===== src/rtl/calc_seq_ctrl.sv =====
// Calculator sequencing controller: builds operands from keypad digits, runs the ALU start/done handshake, drives the display.
// Optional macro CALC_CHAIN_EN: an operator key in SHOW chains the result into operand A.
module calc_seq_ctrl #(
  parameter int unsigned DATA_W      = 16,
  parameter int unsigned MAX_DIGITS  = 4,
  parameter int unsigned ALU_TIMEOUT = 64
) (
  input  logic              clk,
  input  logic              rst,
  input  logic              key_en,
  input  logic [3:0]        key_code,
  input  logic              equal,
  output logic              alu_start,
  output logic [1:0]        alu_op,
  output logic [DATA_W-1:0] alu_a,
  output logic [DATA_W-1:0] alu_b,
  input  logic              alu_done,
  input  logic [DATA_W-1:0] alu_result,
  input  logic              alu_err,
  output logic [DATA_W-1:0] disp_val,
  output logic              disp_err,
  output logic              busy
);

  localparam int unsigned CNT_W = $clog2(MAX_DIGITS + 1);
  localparam int unsigned TMO_W = $clog2(ALU_TIMEOUT + 1);

  typedef enum logic [2:0] {
    ST_ENTER_A, ST_ENTER_B, ST_ISSUE, ST_WAIT, ST_SHOW, ST_ERROR
  } state_t;

  state_t              r_state, w_state_nx;
  logic [DATA_W-1:0]   r_a, r_b, r_res, w_a_nx, w_b_nx, w_res_nx;
  logic [1:0]          r_op, w_op_nx;
  logic [CNT_W-1:0]    r_cnt, w_cnt_nx;
  logic [TMO_W-1:0]    r_tmo, w_tmo_nx;
  logic                r_pend, w_pend_nx;
  logic                r_start, r_busy, r_disp_err;
  logic [DATA_W-1:0]   r_disp_val, w_disp_nx;
  logic                w_digit, w_oper, w_clear, w_eq, w_room;
  logic [DATA_W-1:0]   w_acc_a, w_acc_b;

  // Key decode; a key in the same cycle as equal wins
  assign w_digit = key_en && (key_code <= 4'd9);
  assign w_oper  = key_en && (key_code >= 4'hA) && (key_code <= 4'hD);
  assign w_clear = key_en && (key_code == 4'hE);
  assign w_eq    = equal && !key_en;
  assign w_room  = r_cnt < CNT_W'(MAX_DIGITS);
  assign w_acc_a = DATA_W'(r_a * DATA_W'(10)) + DATA_W'(key_code);
  assign w_acc_b = DATA_W'(r_b * DATA_W'(10)) + DATA_W'(key_code);

  // Next-state and datapath update
  always_comb begin
    w_state_nx = r_state;
    w_a_nx     = r_a;
    w_b_nx     = r_b;
    w_res_nx   = r_res;
    w_op_nx    = r_op;
    w_cnt_nx   = r_cnt;
    w_tmo_nx   = r_tmo;
    w_pend_nx  = r_pend;
    case (r_state)
      ST_ENTER_A, ST_ENTER_B, ST_SHOW, ST_ERROR: begin
        if (w_clear) begin
          w_state_nx = ST_ENTER_A;
          w_a_nx     = '0;
          w_b_nx     = '0;
          w_cnt_nx   = '0;
          w_pend_nx  = 1'b0;
        end else if (r_state == ST_ENTER_A) begin
          if (w_digit && w_room) begin
            w_a_nx   = w_acc_a;
            w_cnt_nx = r_cnt + CNT_W'(1);
          end else if (w_oper) begin
            w_op_nx    = 2'(key_code - 4'hA);
            w_b_nx     = '0;
            w_cnt_nx   = '0;
            w_state_nx = ST_ENTER_B;
          end
        end else if (r_state == ST_ENTER_B) begin
          if (w_digit && w_room) begin
            w_b_nx   = w_acc_b;
            w_cnt_nx = r_cnt + CNT_W'(1);
          end else if (w_oper) begin
            w_op_nx = 2'(key_code - 4'hA);
          end else if (w_eq && (r_cnt != '0)) begin
            w_tmo_nx   = '0;
            w_state_nx = ((r_op == 2'd3) && (r_b == '0)) ? ST_ERROR : ST_ISSUE;
          end
        end else if (w_digit) begin
          w_a_nx     = DATA_W'(key_code);
          w_b_nx     = '0;
          w_cnt_nx   = CNT_W'(1);
          w_state_nx = ST_ENTER_A;
        end
`ifdef CALC_CHAIN_EN
        else if (w_oper && (r_state == ST_SHOW)) begin
          w_a_nx     = r_res;
          w_op_nx    = 2'(key_code - 4'hA);
          w_b_nx     = '0;
          w_cnt_nx   = '0;
          w_state_nx = ST_ENTER_B;
        end
`endif
      end
      ST_ISSUE: begin
        w_pend_nx  = r_pend || w_clear;
        w_tmo_nx   = '0;
        w_state_nx = ST_WAIT;
      end
      ST_WAIT: begin
        w_pend_nx = r_pend || w_clear;
        if (alu_done || (r_tmo == TMO_W'(ALU_TIMEOUT - 1))) begin
          if (w_pend_nx) begin
            w_state_nx = ST_ENTER_A;
            w_a_nx     = '0;
            w_b_nx     = '0;
            w_cnt_nx   = '0;
            w_pend_nx  = 1'b0;
          end else if (alu_done && !alu_err) begin
            w_res_nx   = alu_result;
            w_state_nx = ST_SHOW;
          end else begin
            w_state_nx = ST_ERROR;
          end
        end else begin
          w_tmo_nx = r_tmo + TMO_W'(1);
        end
      end
      default: w_state_nx = ST_ENTER_A;
    endcase
  end

  // Display value follows the state being entered
  always_comb begin
    w_disp_nx = '0;
    case (w_state_nx)
      ST_ENTER_A:         w_disp_nx = w_a_nx;
      ST_ENTER_B:         w_disp_nx = (w_cnt_nx != '0) ? w_b_nx : w_a_nx;
      ST_ISSUE, ST_WAIT:  w_disp_nx = w_b_nx;
      ST_SHOW:            w_disp_nx = w_res_nx;
      default:            w_disp_nx = '0;
    endcase
  end

  always_ff @(posedge clk or posedge rst) begin
    if (rst) begin
      r_state    <= ST_ENTER_A;
      r_a        <= '0;
      r_b        <= '0;
      r_res      <= '0;
      r_op       <= '0;
      r_cnt      <= '0;
      r_tmo      <= '0;
      r_pend     <= 1'b0;
      r_start    <= 1'b0;
      r_busy     <= 1'b0;
      r_disp_val <= '0;
      r_disp_err <= 1'b0;
    end else begin
      r_state    <= w_state_nx;
      r_a        <= w_a_nx;
      r_b        <= w_b_nx;
      r_res      <= w_res_nx;
      r_op       <= w_op_nx;
      r_cnt      <= w_cnt_nx;
      r_tmo      <= w_tmo_nx;
      r_pend     <= w_pend_nx;
      r_start    <= (w_state_nx == ST_ISSUE);
      r_busy     <= (w_state_nx == ST_WAIT);
      r_disp_val <= w_disp_nx;
      r_disp_err <= (w_state_nx == ST_ERROR);
    end
  end

  assign alu_start = r_start;
  assign alu_op    = r_op;
  assign alu_a     = r_a;
  assign alu_b     = r_b;
  assign busy      = r_busy;
  assign disp_val  = r_disp_val;
  assign disp_err  = r_disp_err;

endmodule


===== config.mk =====
export PLATFORM = sky130hd
export DESIGN_NAME = calc_seq_ctrl
export DESIGN_NICKNAME = d
export VERILOG_FILES = /design/src/rtl/calc_seq_ctrl.sv
export SDC_FILE = /design/constraint.sdc
export NUM_CORES = 1
export LEC_CHECK = 0
export ABC_AREA = 1
export BUFFER_PORTS_ARGS = -buffer_cell sky130_fd_sc_hd__buf_4
export CELL_PAD_IN_SITES_DETAIL_PLACEMENT = 0
export CELL_PAD_IN_SITES_GLOBAL_PLACEMENT = 2
export CORE_MARGIN = 2
export CORE_UTILIZATION = 33
export CTS_CLUSTER_SIZE = 16
export DETAILED_ROUTE_END_ITERATION = 12
export PLACE_DENSITY_LB_ADDON = 0.1
export SLEW_MARGIN = 30
export SYNTH_ARGS = -nofsm -noshare
export SYNTH_HDL_FRONTEND = slang
export SYNTH_SLANG_ARGS = --single-unit

===== constraint.sdc =====
create_clock -name clk -period 3.3 [get_ports clk]
set_input_delay 0 -clock clk [delete_from_list [all_inputs] [get_ports clk]]
set_output_delay 0 -clock clk [all_outputs]
set_load 0.01 [all_outputs]

==> results by group, run 1 <==
STA
  • Setup ws final: about 240 ps
  • Final hold slack: between 40 and 50 ps
  • Final Slew Violations: 0
  • Fin crit period: between 3000 and 4000 ps
  • Worst Max-Slew Pin Slew: about 700 ps
  • Unrepaired setup endpoints after global routing: true
  • Setup_tns: 0 ps
  • Setup violators final: 0
  • Period utilization: 0.9259
  • Fin. Hold Viols: 0
  • Slew HR: 0.5338
  • Skew final: ~13 ps
  • Peak Freq: ~330 MHz

Placement
  • Setup WS pre-CTS: 246.6 ps
  • DP HPWL: around 17000 microns
  • Final GP Congestion: 0.8506
  • # port buffers: slightly below 80
  • Placed cell area: approximately 7300 sq um

Global routing
  • Vias in the first global route: 6100
  • Overall routing resource usage: 0.2156
  • Initial antenna violation count: 0
  • Gr ovfl total: 0
  • Largest net degree at the start of global routing: 48
  • Met1 Track Usage GR: 0.2897
  • GR Layer Usage met3: 0.02591
  • GR Util met2: 0.3727
  • Busiest grt layer: met2
  • First-pass GRT wire length: ~33000 microns

Critical path
  • Critical path data required time: roughly 3600 ps
  • CP Capture Type: flip-flop
  • CP Launch Type: flip-flop
  • Worst Path Class, Setup: reg2reg
  • Worst R2R Setup Slack: roughly 240 ps
  • CP arrival: between 3000 and 4000 ps
  • Worst-path fanout max: 4

Synth
  • Post-Synth Simple-Gate Area: 0.3476
  • Distinct cells, synth: 39
  • Syn Nets: between 900 and 1000
  • Synth Area in Compound Gates: 0.08659
  • Largest family of logic cells by synthesized area: simple AND/OR/NAND/NOR gates
  • Adder-cell share of the synthesized area: 0.1219
  • Synth Area in XOR/XNOR: 0.01251
  • Syn Inst Count: 902
  • Multiplexer area fraction after synthesis: 0.02860
  • Synth Area per Inst: 6.984 sq um
  • Number of synthesized register bits: a little over 80
  • Post-synthesis sequential area ratio: 0.3297
  • Mapped Area: 6300 sq um
  • Yosys Warn Count: 0

Min path
  • Hold WC Path Type: in2reg

Die
  • Horiz. Die Dim: ~140 microns
  • Ports: 79
  • Site Rows: 50
  • Initial Utilization: 0.3368
  • Height of the die: between 100 and 150 microns
  • Core area: around 19000 sq um
  • Die footprint: 20210 sq um

Clocking
  • CTS tree: done
  • CTS HTree Levels: 3
  • Clk buf depth: 2
  • CTS Sinks: 83
  • Clock Pin Slew Worst Setup and Hold Paths: approximately 80 ps
  • Num CTS Buffers: 9
  • Clk_lat worst skew: 360 ps
  • Post-CTS Setup Bufs: 0
  • Clock Tree Root: clkbuf_16

Cells and area
  • Fillers: roughly 2000
  • Most common cell after layout, fill and taps aside: nand2_1
  • Diodes inserted: 0
  • Share of post-route cells with drive strength above 1: 0.1538
  • Layout Nets: approximately 1100
  • P&R area growth vs syn: 23.83%
  • Finished Core Util: 0.4171
  • Most frequent cells in the layout: nand2_1, inv_1, buf_4, dfrtp_1, nand3_1
  • Finished Cell Area: a little under 8000 sq um

Drt
  • Number of remaining DRC errors: 0
  • Drt total wl: 21060 microns
  • DR pass1 iterations: 5
  • Detailed Route Iter0 Violations: 304
  • Final ANT Viol Nets: 0
  • Routed WL per cell: about 17 microns
  • Vias: a little over 6000
  • Drt via density: approximately 5

Job
  • Max-capacitance violation count: 0

Pwr
  • Leakage Power: 4.250 nW
  • PD cells: roughly 940 nW/um^2
  • VDD IR max: around 500 uV

Run status
  • Status: finished clean
-- logic make-up after synthesis --
group,count (synthesis)
xor+xnor,9
compound gates,96
fa+ha+maj,59
flops,83
simple gates,520
mux,16
buf+inv,119
-- synthesized netlist by cell type (all sizes together) --
library cell / count / area [sq um]
o22ai: 8 / 50.05
nor3: 9 / 56.31
xor2: 5 / 43.79
nor3b: 1 / 7.510
buf: 4 / 28.78
inv: 111 / 416.7
dfrtp: 83 / 2077
nand2: 320 / 1211
a31oi: 4 / 25.02
nand3b: 6 / 45.04
a32oi: 1 / 8.760
or2: 3 / 18.77
ha: 55 / 688.2
a32o: 1 / 10.01
xnor2: 4 / 35.03
o221ai: 1 / 8.760
o21ai: 35 / 175.2
o21a: 2 / 15.01
nor4: 1 / 6.260
clkbuf: 4 / 15.01
a22o: 2 / 17.52
nor2: 84 / 340.3
o41ai: 1 / 8.760
nand4: 15 / 93.84
o21bai: 3 / 22.52
mux2: 16 / 180.2
o31ai: 1 / 7.510
fa: 4 / 80.08
nand3: 81 / 410.4
a21oi: 37 / 196.4
-- cell type report --
| class | count | area [sq um] | share of cell area |
|---|---|---|---|
| clock inverters | 7 | 73.82 | 0.009463 |
| inverters | 111 | 419.2 | 0.05373 |
| flip-flops and latches | 83 | 2077 | 0.2662 |
| multi-input cells | 700 | 3777 | 0.4842 |
| well taps | 234 | 292.8 | 0.03753 |
| clock buffers | 9 | 225.2 | 0.02887 |
| repair buffers | 117 | 935.9 | 0.1200 |
-- worst max-delay path, cell delays in order (launching register included) --
cell and delay (ps):
dfrtp_1 430, ha_1 290, ha_1 260, fa_1 440, nand2_1 140, nand3_1 160, nor2_1 220, nand3_1 190
nor2_2 220, a21oi_1 80, o21ai_0 190, nand2_1 80, nand2_1 90, nand2_1 100, nand3_1 110
-- power breakdown --
group	internal, mW	switching, mW	total [mW]	leakage, nW
sequential	1.38	0.331	1.71	1.11
clock	0.540	0.510	1.05	0.148
combinational	1.70	2.88	4.58	2.99
total	3.62	3.73	7.35	4.25
-- metrics by stage --
stage          std cells  total power, mW
2_1_floorplan        902            4.645
3_3_place_gp        1227            6.349
3_5_place_dp        1227            6.305
4_1_cts             1261            7.403
5_1_grt             1261            8.056
6_report            1261            7.349
-- path summary, 6_finish.rpt --
path / from / end / cells past startpoint
max in group asynchronous: rst / alu_op[0] / 4
min in group asynchronous: rst / r_tmo[5] / 3
worst min-delay path: key_code[0] / alu_op[0] / 3
worst max register to register: alu_a[3] / disp_val[12] / 14
worst max-delay path: alu_a[3] / disp_val[12] / 14
worst min register to register: r_res[13] / r_res[13] / 1
-- state kept, by name, indices dropped and copies added (netlist names) --
signal,flops
alu_start,1
r_res,16
alu_a,16
busy,1
alu_op,2
r_pend,1
r_state,3
r_cnt,3
r_tmo,7
disp_val,16
alu_b,16
disp_err,1
-- repair_timing --
| item | 4_1_cts | 5_1_grt |
|---|---|---|
| hold endpoints to repair | 62 | 0 |
| endpoints found under the setup margin | 0 | 6 |
| hold buffers | 18 | 0 |
| gates resized for setup | 0 | 5 |
-- layer usage --
layer	routed length [microns]	vias up
li1	-	3177
met1	10040	2922
met2	10260	85
met3	522	20
met4	246	0
met5	0	-
Note: power is estimated with default switching activity, not from simulation.
==> run 2: changes to the inputs <==
- CELL_PAD_IN_SITES_DETAIL_PLACEMENT: 0 -> not set
- CELL_PAD_IN_SITES_GLOBAL_PLACEMENT: 2 -> not set
- CORE_UTILIZATION: 33 -> 35
- PLACE_DENSITY_LB_ADDON: 0.1 -> not set
- RECOVER_POWER: not set -> 50
==> run 2 against run 1 <==
Against the previous run: the flow now finishes with violations (max-capacitance violations, max-slew violations); routed wire length fell by 11%; sequential share of layout area rose by 0.80 points; worst hold slack got worse by 30 ps; critical path type unchanged; first-iteration DRC count grew 45%; critical endpoint is now disp_val[10]; global-route usage decreased by 2.2 points; sequential cell count is the same; setup slack improved by 86 ps; utilization is 0.74 points higher; via count is 1.7% higher.
==> results by group, run 2 (synthesis gave the netlist of run 1 again) <==
Drt
  • Final ANT Viol Nets: 0 (unchanged)
  • DR pass1 iterations: 5 (unchanged)
  • Vias: 6311 (+1.7%)
  • Number of remaining DRC errors: 0 (unchanged)
  • Drt total wl: 18790 microns (-11%)
  • Detailed Route Iter0 Violations: 442 (+45%)
  • Routed WL per cell: 14.99 microns (-10%)
  • Drt via density: 5.033 (+2.3%)

Clocking
  • Clock Pin Slew Worst Setup and Hold Paths: 70 ps (about the same)
  • CTS HTree Levels: 3 (unchanged)
  • CTS tree: done
  • Post-CTS Setup Bufs: 0 (unchanged)
  • Clk buf depth: 2 (unchanged)
  • Clk_lat worst skew: 350 ps (about the same)
  • Clock Tree Root: clkbuf_16
  • Num CTS Buffers: 9 (unchanged)
  • CTS Sinks: 83 (unchanged)

Die
  • Height of the die: 138.2 microns (-2.8%)
  • Die footprint: 19090 sq um (-5.6%)
  • Initial Utilization: 0.3531 (+0.01632)
  • Core area: 17840 sq um (-4.6%)
  • Ports: 79 (unchanged)
  • Horiz. Die Dim: 138.2 microns (-2.8%)
  • Site Rows: 49 (-2.0%)

Critical path
  • CP Capture Type: flip-flop
  • Slowest cell on crit path: fa_1
  • CP Launch Type: flip-flop
  • Critical Path, Cell by Cell: ha_1, ha_1, fa_1, nand2_1, nand3_1, nor2_1, nand3_1, o21ai_0, o21ai_0, o21ai_0, nand2_1, o21ai_0, nand2_1, nand3_1
  • CP arrival: 3260 ps (-90 ps)
  • Worst Path Class, Setup: reg2reg
  • CP dominant cell by count: o21ai_0
  • Worst-path fanout max: 4 (unchanged)
  • Critical path data required time: 3590 ps (about the same)
  • Crit-path max cell delay: 450 ps (about the same)

Placement
  • Placed cell area: 7272 sq um (-0.46%)
  • Final GP Congestion: 0.8841 (+3.9%)
  • DP HPWL: 14880 microns (-12%)
  • # port buffers: 78 (unchanged)

Run status
  • Failing checks: max-capacitance violations, max-slew violations
  • Status: finished, violations left

Pwr
  • Leakage Power: 4.017 nW (-5.5%)
  • PD cells: 930.4 nW/um^2 (-1.2%)
  • VDD IR max: 363.9 uV (-29%)
  • Total power: 7.046 mW (-4.1%)

Global routing
  • First-pass GRT wire length: 29790 microns (-11%)
  • Gr ovfl total: 0 (unchanged)
  • Overall routing resource usage: 0.1937 (-0.02196)
  • Initial antenna violation count: 0 (unchanged)
  • Vias in the first global route: 5797 (-5.0%)
  • Largest net degree at the start of global routing: 36 (-25%)

STA
  • Final Slew Violations: 36 (+36)
  • Slew HR: -0.007069 (-0.5409)
  • Fin crit period: 2969 ps (-86.16 ps)
  • Fin. Hold Viols: 0 (unchanged)
  • Peak Freq: 336.8 MHz (+2.9%)
  • Skew final: 7.713 ps (-5.504 ps)
  • Period utilization: 0.8998 (-0.02611)
  • Unrepaired setup endpoints after global routing: false
  • Setup violators final: 0 (unchanged)
  • Setup_tns: 0 ps (unchanged)
  • Worst Max-Slew Pin Slew: 1502 ps (+803.1 ps)

Cells and area
  • Area occupied by multi-input gates: 3772 sq um (-0.13%)
  • Most common cell after layout, fill and taps aside: nand2_1
  • Finished Core Util: 0.4245 (+0.007447)
  • Finished Cell Area: 7574 sq um (-2.9%)
  • Fillers: 1907 (-4.3%)
  • Most frequent cells in the layout: nand2_1, inv_1, dfrtp_1, nand3_1, nor2_1
  • Seq. cell area: 2077 sq um (unchanged)
  • Layout Nets: 1105 (-0.18%)
  • Share of post-route cells with drive strength above 1: 0.09951 (-0.05433)
  • Diodes inserted: 0 (unchanged)
  • P&R area growth vs syn: 20.22%

Min path
  • Hold WC Path Type: in2reg

Job
  • Max-capacitance violation count: 1 (+1)
==> run 2: cell types whose count changed in the layout (fill, tap and decap cells not counted), sizes merged <==
cell / previous run / this run
buf: 99 / 41
clkbuf: 9 / 65
clkinvlp: 0 / 2
clkinv: 1 / 0
bufinv: 0 / 1
inv: 117 / 115
==> run 2: area by class of cell <==
cell class                 count  share of cell area
inverter                     111             0.05518
tap                          229             0.03783
sequential                    83              0.2742
clock buffer                   9             0.02974
multi-input combinational    700              0.4981
timing repair buffer         115             0.09285
clock inverter                 7             0.01206
==> run 2: worst paths after layout <==
kind                                 to  cells past startpoint         from  slack (ps)
max in group asynchronous      alu_b[7]                      4          rst        1120
min in group asynchronous   disp_val[7]                      3          rst         550
setup reg to reg           disp_val[10]                     14     alu_a[3]         330
hold / removal                alu_op[0]                      3  key_code[0]          10
setup / recovery           disp_val[10]                     14     alu_a[3]         330
hold reg to reg                r_res[9]                      1     r_res[9]         500
==> run 2: critical path, delay by kind of cell, from the launching register on <==
family	cells	cell delay [ps]
and+or+nand+nor	7	910
adders and majority gates	3	1000
DFF	1	410
AOI/OAI and AO/OA	4	580
==> run 2: per-layer routing <==
metal / routed length, microns / vias up / GRT usage
met5: 0 / - / 0
met2: 8711 / 149 / 0.3192
met4: 252 / 0 / 0.04189
met3: 888 / 18 / 0.03360
met1: 8939 / 2961 / 0.2682
li1: - / 3183 / -
==> run 2: report_power, final <==
group | internal (mW) | switching, mW | leakage, nW
logic | 1.47 | 2.79 | 2.75
registers | 1.38 | 0.315 | 1.11
clock network | 0.611 | 0.484 | 0.154
==> run 2: what timing repair did <==
item	4_1_cts	5_1_grt
gates resized for setup	0	4
hold buffers	18	0
endpoints found under the hold margin	50	0
endpoints found under the setup margin	0	4
==> run 2: through the flow <==
| stage | hold slack (ps) | std cells | setup WS, ps |
|---|---|---|---|
| finish | 12.29 | 1254 | 330.8 |
| global route | 72.42 | 1254 | 37.91 |
| floorplan | 111.4 | 902 | 526.8 |
| CTS | 13.70 | 1254 | 281.4 |
| detailed placement | 97.68 | 1220 | 303.3 |
| global placement | 98.87 | 1220 | 362.9 |
